**src/rtl/ex_stage_pkg.sv**
```systemverilog
// Shared types for the rv32imc execute stage: ALU opcodes, stage bundles, MDU states.
// Latency: n/a (types only).
// Backpressure: n/a.
package ex_stage_pkg;

  typedef enum logic [4:0] {
    ALU_ADD, ALU_SUB, ALU_SLL, ALU_SLT, ALU_SLTU, ALU_XOR, ALU_SRL, ALU_SRA,
    ALU_OR, ALU_AND, ALU_PASS_B,
    ALU_MUL, ALU_MULH, ALU_MULHSU, ALU_MULHU,
    ALU_DIV, ALU_DIVU, ALU_REM, ALU_REMU
  } AluControlType;

  localparam logic [2:0] FUNCT3_BYTE   = 3'b000;
  localparam logic [2:0] FUNCT3_HALF   = 3'b001;
  localparam logic [2:0] FUNCT3_WORD   = 3'b010;
  localparam logic [2:0] FUNCT3_BYTE_U = 3'b100;
  localparam logic [2:0] FUNCT3_HALF_U = 3'b101;

  typedef enum logic [1:0] {
    WB_SEL_ALU = 2'd0,
    WB_SEL_MEM = 2'd1,
    WB_SEL_PC4 = 2'd2
  } DestSelectType;

  typedef enum logic [1:0] {
    MDU_IDLE = 2'd0,
    MDU_BUSY = 2'd1,
    MDU_DONE = 2'd2
  } MduStateType;

  typedef struct packed {
    AluControlType aluControl;
    logic          loadSignal;
    logic          storeSignal;
    logic [2:0]    loadStoreByteSelect;
    logic [31:0]   storeData;
    logic [31:0]   operandA;
    logic [31:0]   operandB;
    logic [4:0]    rdAddr;
    logic          rdWriteEn;
    DestSelectType destinationSelect;
    logic [31:0]   pc;
  } EXStageSignals;

  typedef struct packed {
    logic [31:0]   aluResult;
    logic          loadSignal;
    logic          storeSignal;
    logic [2:0]    loadStoreByteSelect;
    logic [31:0]   storeData;
    logic [4:0]    rdAddr;
    logic          rdWriteEn;
    DestSelectType destinationSelect;
    logic [31:0]   pc;
  } MEStageSignals;

  function automatic logic is_mdu_op(AluControlType op);
    return op inside {ALU_MUL, ALU_MULH, ALU_MULHSU, ALU_MULHU,
                      ALU_DIV, ALU_DIVU, ALU_REM, ALU_REMU};
  endfunction

endpackage

```
**src/rtl/ex_stage_if.sv**
```systemverilog
// ID/EX -> EX -> EX/MEM bundle: instruction in, flush, registered result out, stall back.
// Latency: n/a (wiring only).
// Backpressure: exStall tells the master to hold EXControl; flush kills the op in EX.
// Ports: EXControl, flush (master -> slave); MEControl, exStall (slave -> master).
interface ex_stage_if;
  import ex_stage_pkg::*;

  EXStageSignals EXControl;
  logic          flush;
  MEStageSignals MEControl;
  logic          exStall;

  modport master (output EXControl, output flush, input MEControl, input exStall);
  modport slave  (input EXControl, input flush, output MEControl, output exStall);
endinterface

```
**src/rtl/ex_stage_mdu_iterative.sv**
```systemverilog
// Iterative M-extension unit: shift-add multiply / restoring divide, 1 bit per cycle.
// Latency: 34 edges for iterative ops (issue, 32 steps, done); fast-path ops are combinational.
// Backpressure: busy is high in the issue cycle and all step cycles; flush aborts and drops busy.
// Ports: clk, arstn, start (M op present), op, a, b, flush -> busy, done, result.
module ex_stage_mdu_iterative
  import ex_stage_pkg::*;
#(
  parameter bit ITERATIVE_MUL = 1'b1,
  parameter int STEPS         = 32
) (
  input  logic          clk,
  input  logic          arstn,
  input  logic          start,
  input  AluControlType op,
  input  logic [31:0]   a,
  input  logic [31:0]   b,
  input  logic          flush,
  output logic          busy,
  output logic          done,
  output logic [31:0]   result
);

  MduStateType   state_q, state_d;
  logic [5:0]    count_q, count_d;
  logic [63:0]   acc_q, acc_d;      // mul: {partial hi, multiplier}; div: {remainder, quotient}
  logic [31:0]   opnd_q, opnd_d;    // mul: |multiplicand|; div: |divisor|
  AluControlType op_q, op_d;
  logic          neg_a_q, neg_a_d, neg_b_q, neg_b_d;

  // Issue-time decode
  logic        is_mul, is_div, is_rem, signed_div, div_zero, div_ovf, comb_mul, fast;
  logic        sa_in, sb_in;
  logic [31:0] abs_a, abs_b, fast_result;
  logic [63:0] a64, b64, prod_comb;

  always_comb begin
    is_mul     = op inside {ALU_MUL, ALU_MULH, ALU_MULHSU, ALU_MULHU};
    is_div     = op inside {ALU_DIV, ALU_DIVU, ALU_REM, ALU_REMU};
    is_rem     = op inside {ALU_REM, ALU_REMU};
    signed_div = op inside {ALU_DIV, ALU_REM};
    div_zero   = is_div && (b == 32'h0);
    div_ovf    = signed_div && (a == 32'h8000_0000) && (b == 32'hFFFF_FFFF);
    comb_mul   = is_mul && !ITERATIVE_MUL;
    fast       = div_zero || div_ovf || comb_mul;

    sa_in = a[31] && (op inside {ALU_MULH, ALU_MULHSU, ALU_DIV, ALU_REM});
    sb_in = b[31] && (op inside {ALU_MULH, ALU_DIV, ALU_REM});
    abs_a = sa_in ? -a : a;
    abs_b = sb_in ? -b : b;

    // Sign-extend per op; the low 64 bits of the product are then correct mod 2^64.
    a64       = {{32{a[31] && (op inside {ALU_MULH, ALU_MULHSU})}}, a};
    b64       = {{32{b[31] && (op == ALU_MULH)}}, b};
    prod_comb = a64 * b64;

    if (div_zero)      fast_result = is_rem ? a : 32'hFFFF_FFFF;
    else if (div_ovf)  fast_result = is_rem ? 32'h0 : 32'h8000_0000;
    else if (op == ALU_MUL) fast_result = prod_comb[31:0];
    else               fast_result = prod_comb[63:32];
  end

  // One iteration step of each algorithm
  logic [32:0] mul_sum;
  logic [63:0] mul_next, div_next;
  logic        div_ge;
  logic [31:0] div_sub;
  logic        step_is_mul;

  always_comb begin
    step_is_mul = op_q inside {ALU_MUL, ALU_MULH, ALU_MULHSU, ALU_MULHU};
    mul_sum     = {1'b0, acc_q[63:32]} + (acc_q[0] ? {1'b0, opnd_q} : 33'd0);
    mul_next    = {mul_sum, acc_q[31:1]};
    // Shifted remainder is acc_q[63:31]; it is always < 2*divisor, so 33 bits suffice.
    div_ge      = acc_q[63:31] >= {1'b0, opnd_q};
    div_sub     = acc_q[62:31] - opnd_q;
    div_next    = div_ge ? {div_sub, acc_q[30:0], 1'b1} : {acc_q[62:0], 1'b0};
  end

  // Sign fix-up of the finished magnitude result
  logic [63:0] prod_fix;
  logic [31:0] done_result;

  always_comb begin
    prod_fix = (neg_a_q ^ neg_b_q) ? -acc_q : acc_q;
    case (op_q)
      ALU_MUL:                          done_result = prod_fix[31:0];
      ALU_MULH, ALU_MULHSU, ALU_MULHU:  done_result = prod_fix[63:32];
      ALU_DIV:  done_result = (neg_a_q ^ neg_b_q) ? -acc_q[31:0] : acc_q[31:0];
      ALU_DIVU: done_result = acc_q[31:0];
      ALU_REM:  done_result = neg_a_q ? -acc_q[63:32] : acc_q[63:32];
      ALU_REMU: done_result = acc_q[63:32];
      default:  done_result = 32'h0;
    endcase
  end

  always_ff @(posedge clk or negedge arstn) begin
    if (!arstn) begin
      state_q <= MDU_IDLE;
      count_q <= 6'd0;
      acc_q   <= 64'h0;
      opnd_q  <= 32'h0;
      op_q    <= ALU_MUL;
      neg_a_q <= 1'b0;
      neg_b_q <= 1'b0;
    end else begin
      state_q <= state_d;
      count_q <= count_d;
      acc_q   <= acc_d;
      opnd_q  <= opnd_d;
      op_q    <= op_d;
      neg_a_q <= neg_a_d;
      neg_b_q <= neg_b_d;
    end
  end

  always_comb begin
    state_d = state_q;
    count_d = count_q;
    acc_d   = acc_q;
    opnd_d  = opnd_q;
    op_d    = op_q;
    neg_a_d = neg_a_q;
    neg_b_d = neg_b_q;
    busy    = 1'b0;
    done    = 1'b0;
    result  = fast_result;

    case (state_q)
      MDU_IDLE: begin
        if (start && !flush) begin
          if (fast) begin
            done = 1'b1;
          end else begin
            busy    = 1'b1;
            state_d = MDU_BUSY;
            count_d = 6'd0;
            op_d    = op;
            neg_a_d = sa_in;
            neg_b_d = sb_in;
            if (is_mul) begin
              acc_d  = {32'h0, abs_b};
              opnd_d = abs_a;
            end else begin
              acc_d  = {32'h0, abs_a};
              opnd_d = abs_b;
            end
          end
        end
      end
      MDU_BUSY: begin
        busy    = !flush;
        acc_d   = step_is_mul ? mul_next : div_next;
        count_d = count_q + 6'd1;
        if (count_q == 6'(STEPS - 1)) state_d = MDU_DONE;
      end
      MDU_DONE: begin
        done    = !flush;
        result  = done_result;
        state_d = MDU_IDLE;
      end
      default: state_d = MDU_IDLE;
    endcase

    if (flush) state_d = MDU_IDLE;
  end

endmodule

```
**src/rtl/ex_stage.sv**
```systemverilog
// Execute stage: 1-cycle ALU, iterative MDU, EX/MEM pipeline register.
// Latency: 1 edge for ALU/load/store/fast-path M ops, 34 edges for iterative M ops.
// Backpressure: exStall (combinational) holds ID/EX while an M op iterates; stalled edges write bubbles.
// Ports: clk, arstn, bus (ex_stage_if.slave: EXControl, flush in; MEControl, exStall out).
module ex_stage
  import ex_stage_pkg::*;
#(
  parameter bit MDU_ITERATIVE_MUL = 1'b1,
  parameter int MDU_STEPS         = 32    // tied to XLEN; leave at 32
) (
  input logic       clk,
  input logic       arstn,
  ex_stage_if.slave bus
);

  localparam MEStageSignals ME_RESET = '{
    aluResult:           32'h0,
    loadSignal:          1'b0,
    storeSignal:         1'b0,
    loadStoreByteSelect: FUNCT3_BYTE,
    storeData:           32'h0,
    rdAddr:              5'd0,
    rdWriteEn:           1'b0,
    destinationSelect:   WB_SEL_ALU,
    pc:                  32'h0
  };

  EXStageSignals ex;
  MEStageSignals me_q, me_d;
  logic [31:0]   alu_out, result, mdu_result;
  logic [4:0]    shamt;
  logic          mdu_op, mdu_busy, mdu_done, ex_stall;

  assign ex     = bus.EXControl;
  assign shamt  = ex.operandB[4:0];
  assign mdu_op = is_mdu_op(ex.aluControl);

  always_comb begin
    alu_out = 32'h0;
    if (ex.loadSignal || ex.storeSignal) begin
      alu_out = ex.operandA + ex.operandB;   // effective address
    end else begin
      case (ex.aluControl)
        ALU_ADD:    alu_out = ex.operandA + ex.operandB;
        ALU_SUB:    alu_out = ex.operandA - ex.operandB;
        ALU_SLL:    alu_out = ex.operandA << shamt;
        ALU_SLT:    alu_out = {31'd0, $signed(ex.operandA) < $signed(ex.operandB)};
        ALU_SLTU:   alu_out = {31'd0, ex.operandA < ex.operandB};
        ALU_XOR:    alu_out = ex.operandA ^ ex.operandB;
        ALU_SRL:    alu_out = ex.operandA >> shamt;
        ALU_SRA:    alu_out = $unsigned($signed(ex.operandA) >>> shamt);
        ALU_OR:     alu_out = ex.operandA | ex.operandB;
        ALU_AND:    alu_out = ex.operandA & ex.operandB;
        ALU_PASS_B: alu_out = ex.operandB;
        default:    alu_out = 32'h0;
      endcase
    end
  end

  ex_stage_mdu_iterative #(
    .ITERATIVE_MUL (MDU_ITERATIVE_MUL),
    .STEPS         (MDU_STEPS)
  ) u_mdu_iterative (
    .clk    (clk),
    .arstn  (arstn),
    .start  (mdu_op),
    .op     (ex.aluControl),
    .a      (ex.operandA),
    .b      (ex.operandB),
    .flush  (bus.flush),
    .busy   (mdu_busy),
    .done   (mdu_done),
    .result (mdu_result)
  );

  // Keep stall low while reset is held, whatever ID/EX happens to contain.
  assign ex_stall = mdu_busy && arstn;
  assign result   = (mdu_op && mdu_done) ? mdu_result : alu_out;

  always_comb begin
    me_d.aluResult           = result;
    me_d.loadSignal          = ex.loadSignal;
    me_d.storeSignal         = ex.storeSignal;
    me_d.loadStoreByteSelect = ex.loadStoreByteSelect;
    me_d.storeData           = ex.storeData;
    me_d.rdAddr              = ex.rdAddr;
    me_d.rdWriteEn           = ex.rdWriteEn;
    me_d.destinationSelect   = ex.destinationSelect;
    me_d.pc                  = ex.pc;
  end

  // Bubbles only clear the side-effect bits; the rest of the register holds.
  always_ff @(posedge clk or negedge arstn) begin
    if (!arstn) begin
      me_q <= ME_RESET;
    end else if (bus.flush || ex_stall) begin
      me_q.rdWriteEn   <= 1'b0;
      me_q.loadSignal  <= 1'b0;
      me_q.storeSignal <= 1'b0;
    end else begin
      me_q <= me_d;
    end
  end

  assign bus.MEControl = me_q;
  assign bus.exStall   = ex_stall;

endmodule
```
**src/flat_wrapper.sv**
```systemverilog
// flat-port wrapper written by rule: the top's interface ports become plain ports
module ex_stage_flat import ex_stage_pkg::*;
#(
  parameter bit MDU_ITERATIVE_MUL = 1'b1,
  parameter int MDU_STEPS         = 32                                
)
  (clk, arstn, bus_EXControl, bus_flush, bus_MEControl, bus_exStall);
  ex_stage_if bus_i ();
  input logic clk;
  input logic arstn;
  input wire logic [$bits(bus_i.EXControl)-1:0] bus_EXControl;
  input wire logic [$bits(bus_i.flush)-1:0] bus_flush;
  output wire logic [$bits(bus_i.MEControl)-1:0] bus_MEControl;
  output wire logic [$bits(bus_i.exStall)-1:0] bus_exStall;
  assign bus_i.EXControl = bus_EXControl;
  assign bus_i.flush = bus_flush;
  assign bus_MEControl = bus_i.MEControl;
  assign bus_exStall = bus_i.exStall;
  ex_stage #(.MDU_ITERATIVE_MUL(MDU_ITERATIVE_MUL), .MDU_STEPS(MDU_STEPS)) u_core (.clk(clk), .arstn(arstn), .bus(bus_i));
endmodule
```
**config.mk**
```make
export PLATFORM = sky130hd
export DESIGN_NAME = ex_stage_flat
export DESIGN_NICKNAME = d
export VERILOG_FILES = /design/src/rtl/ex_stage_pkg.sv /design/src/rtl/ex_stage_if.sv /design/src/rtl/ex_stage_mdu_iterative.sv /design/src/rtl/ex_stage.sv /design/src/flat_wrapper.sv
export SDC_FILE = /design/constraint.sdc
export NUM_CORES = 2
export LEC_CHECK = 0
export BUFFER_PORTS_ARGS = -buffer_cell sky130_fd_sc_hd__buf_2
export CAP_MARGIN = 20
export CORE_MARGIN = 5
export CORE_UTILIZATION = 35
export CTS_CLUSTER_SIZE = 12
export DETAILED_ROUTE_END_ITERATION = 8
export HOLD_SLACK_MARGIN = 0.08
export MAX_ROUTING_LAYER = met4
export PLACE_DENSITY = 0.46
export SYNTH_ARGS = -nofsm -noshare
export SYNTH_HDL_FRONTEND = slang
export SYNTH_SLANG_ARGS = --single-unit
```
**constraint.sdc**
```tcl
create_clock -name clk -period 10.4 [get_ports clk]
set_input_delay 2.08 -clock clk [delete_from_list [all_inputs] [get_ports clk]]
set_output_delay 2.08 -clock clk [all_outputs]
set_load 0.02 [all_outputs]
```
# == After elaboration in Yosys (flattened, before gate mapping) ==
# Cells that the tools add are included.
# totals
in_bits,149
output_inout_bits,110
reg_bits,220
# classes
n_mul,1
eq_ne,36
bitwise,5
shift,3
n_addsub,10
magnitude_cmp,3
reduce_logical,31
mux,39
# ops
operator,n
32-bit two-way mux,15
32-bit one-hot mux with 11 select lines,1
64-bit two-way mux,5
32-bit one-hot mux with 6 select lines,1
32-bit negator,4
64-bit one-hot mux with 2 select lines,1
5-bit by 4-bit == test with 1-bit output (second input constant),13
32-bit == test (second input constant),2
32-bit < comparator,2
33-bit by 33-bit multiplier with 64-bit output,1
64-bit negator,1
32-bit subtractor,2
32-bit by 32-bit adder with 33-bit output,1
33-bit by 32-bit greater-or-equal comparator with 1-bit output,1
32-bit adder,1
32-bit bitwise AND,1
32-bit zero test,1
32-bit bitwise OR,1
32-bit by 5-bit left shift with 32-bit output,1
32-bit by 5-bit right shift with 32-bit output,1
32-bit by 5-bit >>> shifter with 32-bit output,1
32-bit XOR,1
5-bit == test (second input constant),6
5-bit by 3-bit == test with 1-bit output (second input constant),4
other kinds (27),60

# == Longest topological paths before layout ==
# logic_depth
word_depth,11
depth_mapped,34

# == By module ==
# A second synthesis with hierarchy kept.
# unflattened
hier_cells,8428
hier_area_um2,67461.0
# by_module_without_submodules
module,area_per_inst_um2,cells_each,n_inst
ex_stage_mdu_iterative,52831.9,6447,1
ex_stage,14629.0,1981,1

# == Worst setup path before layout ==
# OpenSTA, ideal clock, no wires.
# synth_path
path_type,input port to flip-flop
startpoint,input bus_EXControl[40]
endpoint,"register u_core.me_q, in the netlist u_core.bus.MEControl[81]"
path_stages,31
arrival_time_ns,10.695
setup_slack_ns,-0.389
setup_ns,0.094
n_path_buf,6
path_cell_list,clkbuf_1 -> clkbuf_1 -> clkbuf_1 -> clkbuf_1 -> clkbuf_1 -> buf_1 -> nand2_1 -> fa_1 -> fa_1 -> inv_1 -> fa_1 -> fa_1 -> inv_1 -> fa_1 -> inv_1 -> fa_1 -> inv_1 -> fa_1 -> inv_1 -> fa_1 -> ha_1 -> a21o_1 -> a21o_1 -> a21oi_1 -> nor2_1 -> a2111oi_0 -> nand2_1 -> xnor2_1 -> o311ai_0 -> o311ai_0 -> a211oi_1
# synth_via
elab_chain_len,8
elab_cells_between_ends,27
cone_classes,add/sub (2); mul (1); eq/ne (1); shift (3); mux (13); reduce/logical (7)
# synth_rtl
item,line_no,rtl
"start, declared",flat_wrapper.sv:11,input wire logic [$bits(bus_i.EXControl)-1:0] bus_EXControl;
"parallel branches: the longest is 8 deep, another holds 33-bit by 33-bit multiplier with 64-bit output",-,
"end signal, assigned",ex_stage.sv:101,me_q <= me_d;
"end, declared",ex_stage.sv:29,"MEStageSignals me_q, me_d;"
# Parallel ways; which one is timed is not known.
# A chain may end at the register's enable or synchronous reset.

# == Final worst setup path ==
# layout_path
startpoint,input bus_EXControl[84]
endpoint,"register u_core.me_q, in the netlist u_core.bus.MEControl[108]"
# layout_via
elab_chain_len,9
elab_cells_between_ends,26
cone_classes,add/sub (2); mul (1); eq/ne (1); shift (3); mux (13); reduce/logical (6)
# layout_rtl
item
"parallel branches: the longest is 9 deep, another holds 33-bit by 33-bit multiplier with 64-bit output"
# Parallel ways; which one is timed is not known.

==> results.md <==
- After Yosys synthesis, full adders, half adders and majority gates account for 42.6% of the synthesized area.
- The worst hold-check path type is flop to flop.
- Across the run, the number of max-cap violations was 0.
- Dividing the detail-routed wire length by the instance count gives 30.0 um.
- In the post-route analysis, the smallest setup slack over all paths is 0.312 ns.
- The synthesis-to-layout area growth is 10.7%.
- The async set-or-reset flop fraction in the synthesized netlist is 100%.
- The largest family of logic cells by synthesized area is adder cells.
- In this run the number of H-tree levels came out at 1.
- In this run the count of I/O pins placed on the die edge is 259.
- Yosys printed 0 warnings.
- The main flop type after synthesis is sky130_fd_sc_hd__dfrtp_1.
- The total via count after detailed routing is 58041.
- The die is 432 um wide.
- Setup repair after global routing left no endpoint under its margin.
- Fill cells in the final layout number 18587.
- The startpoint type of the worst setup path is a primary input.
- Setup violations remaining at the end of the flow were counted as 0.
- The root buffer cell chosen for the clock tree is sky130_fd_sc_hd__clkbuf_16.
- Between clock sinks in the finished design, the worst skew comes to 0.0183 ns.
- For this run, design rule violations remaining after detail routing come to 0.
- The synthesized design devotes to its leading area cell type 35.1% of total area.
- The net count of the finished layout is 9564.
- The via count of the first global-routing pass is 60087.
- The most common cell after layout, fill and taps aside is sky130_fd_sc_hd__nand2_1.
- After global routing the overflow that remains totals 0.
- The total placed instance area is 68000 um^2.
- Global routing used 33.9% of the available tracks across all layers.
- When the netlist entered floorplanning its net count stood at 9404.
- The design area is 68900 um^2.
- The number of endpoints with negative hold slack in the final report is 0.
- The congestion estimate from routability-driven global placement came to 0.994.
- The worst path uses 97.0% of the clock period.
- The HPWL reported at the end of detailed placement is 255000 um.
- The height of the chip is 432 um.
- Before antenna repair, the detailed router went through 7 iterations.
- The core region is 176000 um^2.
- Timing would allow up to 99.1 MHz.
- Measured against its own limit, the worst slew margin works out to 18.4%.
- The average instance in the mapped netlist occupies 7.99 um^2.
- The final critical delay including setup and external delays is 10.09 ns.
- The area of the die is 186000 um^2.
- Entering global routing, the biggest net connects 89 pins.
- The clock transition at the registers of the reported paths is 0.06 ns.
- The data arrival time of the critical path is 10.54 ns.
- The simple-gate portion of the synthesized area is 17.3%.
- The final-report max-slew violation count was 0.
- The layout cell share with drive strength beyond 1 is 10.6%.
- Summing the areas of all compound-gate instances in the mapped netlist gives 14.2% of the synthesized area.
- STA classifies the critical path endpoint as a flop.
- In this run, distinct cell masters in the synthesized netlist total 94.
- After synthesis, the share of cell area in mux cells is 2.66%.
- The cell count after synthesis came out at 7791.
- Of all nets on the critical path, the largest fanout is 16.
- The effective utilization at floorplan is 35.3%.
- After synthesis, flip-flops and latches occupy 8.85% of the total area.
- The worst setup path is of the primary input to flop kind.
- The worst setup slack after placement is -0.233 ns.
- The post-CTS repair timing setup buffer count is 0.
- The residual antenna-violating net count after detailed routing is 0.
- The first routing iteration left 5418 violations.
- No sink is reached through more buffers than the 3 on the longest clock path.
- The clock sink total is 220.
- The biggest area contributor in the post-synthesis netlist is sky130_fd_sc_hd__fa_1.
- The count of input and output buffers is 258.
- The run finished with clean final reports.
- The routed design has 310000 um of wire.
- The initial antenna violation count was 14.
- The CTS tree is built.
- The latest clock arrival within the worst-skew pair is 0.58 ns.
- The library cells used most frequently in the layout, excluding fill and tap cells, are sky130_fd_sc_hd__nand2_1, sky130_fd_sc_hd__inv_1, sky130_fd_sc_hd__fa_1, sky130_fd_sc_hd__nor2_1, sky130_fd_sc_hd__buf_4.
- The number of cell rows is 154.
- The number of storage elements in the synthesis netlist is 220.
- Of the total synthesized cell area, the portion taken by XOR and XNOR cells is 3.05%.
- The global-route wire length before repair is 447000 um.
- By area the synthesized netlist is led by sky130_fd_sc_hd__fa_1, sky130_fd_sc_hd__dfrtp_1, sky130_fd_sc_hd__nand2_1.
- The number of synthesized flops with an enable pin is 0.
- For the pin with the worst max-slew slack, the measured transition is 1.21 ns.
- On the final layout, the worst hold slack is 0.469 ns.
- The mapped netlist covers 62200 um^2.
- Measured on the finished design, the core utilization comes to 39.0%.
- The via-per-instance ratio is 5.62.
- The required time of the critical path is 10.85 ns.
- The number of buffers inserted during clock tree synthesis is 25.
through the flow:
stage	setup TNS, ns	cells
final	0	10319
after global routing	0	10318
after CTS	0	10307
after detailed placement	-0.820	10264
after global placement	-0.720	10260
after floorplan	-0.0480	7791
registers in the layout (all words and copies together) (netlist names):
| register | cells |
|---|---|
| u_core.bus.MEControl | 109 |
| u_core.u_mdu_iterative.acc_q | 64 |
| u_core.u_mdu_iterative.opnd_q | 32 |
| u_core.u_mdu_iterative.count_q | 6 |
| u_core.u_mdu_iterative.op_q | 5 |
| u_core.u_mdu_iterative.state_q | 2 |
| u_core.u_mdu_iterative.neg_a_q | 1 |
| u_core.u_mdu_iterative.neg_b_q | 1 |
cell type report:
| cell class | instances | area (um^2) | share of cell area, % |
|---|---|---|---|
| diodes | 12 | 30.0 | 0.0436 |
| multi-input cells | 5716 | 49800 | 72.4 |
| well taps | 2340 | 2930 | 4.25 |
| clock buffers | 34 | 689 | 1.00 |
| flip-flops and latches | 220 | 5510 | 8.00 |
| inverters | 1311 | 4920 | 7.14 |
| repair buffers | 677 | 4840 | 7.03 |
| clock inverters | 9 | 118 | 0.171 |
critical path, cell delays in order:
cell                       delay, ns
sky130_fd_sc_hd__buf_2          0.47
sky130_fd_sc_hd__buf_4          0.39
sky130_fd_sc_hd__nand2_1        0.13
sky130_fd_sc_hd__fa_1           0.54
sky130_fd_sc_hd__inv_1          0.05
sky130_fd_sc_hd__fa_1           0.49
sky130_fd_sc_hd__fa_1           0.55
sky130_fd_sc_hd__fa_1           0.46
sky130_fd_sc_hd__fa_1           0.49
sky130_fd_sc_hd__ha_1           0.32
sky130_fd_sc_hd__fa_1           0.50
sky130_fd_sc_hd__fa_1           0.41
sky130_fd_sc_hd__ha_1           0.30
sky130_fd_sc_hd__a211oi_1       0.41
sky130_fd_sc_hd__o21ai_0        0.22
sky130_fd_sc_hd__or3_1          0.37
sky130_fd_sc_hd__o21a_1         0.25
sky130_fd_sc_hd__a211oi_1       0.60
sky130_fd_sc_hd__buf_4          0.23
sky130_fd_sc_hd__o21ai_0        0.10
sky130_fd_sc_hd__xnor2_1        0.20
sky130_fd_sc_hd__buf_4          0.24
sky130_fd_sc_hd__a21oi_1        0.11
sky130_fd_sc_hd__o32ai_1        0.33
sky130_fd_sc_hd__buf_4          0.20
sky130_fd_sc_hd__a21oi_1        0.04
synth_stat cells, drive strengths merged, types with 55 or more instances:
| cell | count |
|---|---|
| xnor2 | 164 |
| a31oi | 75 |
| clkbuf | 394 |
| nor3 | 101 |
| a21o | 61 |
| a211oi | 119 |
| nand2 | 1357 |
| buf | 150 |
| ha | 373 |
| mux2i | 61 |
| o211ai | 55 |
| o21ai | 346 |
| dfrtp | 217 |
| nor2 | 679 |
| a21oi | 337 |
| nand3 | 87 |
| fa | 1091 |
| inv | 1291 |
worst paths after layout:
kind	startpoint	endpoint	slack, ns	cells after the start
worst max register to register	u_core.u_mdu_iterative.acc_q[43]	u_core.u_mdu_iterative.acc_q[60]	5.74	10
worst min register to register	u_core.bus.MEControl[46]	u_core.bus.MEControl[46]	0.47	2
worst min-delay path	u_core.bus.MEControl[46]	u_core.bus.MEControl[46]	0.47	2
min in group asynchronous	arstn	u_core.u_mdu_iterative.acc_q[37]	1.40	1
worst max-delay path	bus_EXControl[84]	u_core.bus.MEControl[108]	0.31	26
max in group asynchronous	arstn	u_core.u_mdu_iterative.count_q[3]	7.04	3
per-layer routing:
metal  track usage [%]  wire length, um  vias up
met2              56.0           149000     2314
met3              3.15            16200      535
li1                  -                -    25240
met1              41.9           125000    29952
met5                 -                0        -
met4              16.5            18900        0
cell families (layout without fill, tap and decap cells):
family / after synthesis / after routing
AO/OA/AOI/OAI: 1371 / 1371
XOR/XNOR: 217 / 217
adder cells (fa/ha/maj): 1464 / 1464
buffers and inverters: 1855 / 2031
flip-flops: 220 / 220
multiplexers: 115 / 115
other: 0 / 12
AND/OR/NAND/NOR: 2549 / 2549
what timing repair did:
| item | CTS | global route |
|---|---|---|
| endpoints found under the setup margin | 0 | 2 |
| endpoints found under the hold margin | 0 | 0 |
| resized for setup | 0 | 1 |
| hold buffers | 0 | 0 |
Power is not shown: default switching activity piles up to over one toggle a cycle in this logic, so the estimate is an artifact.
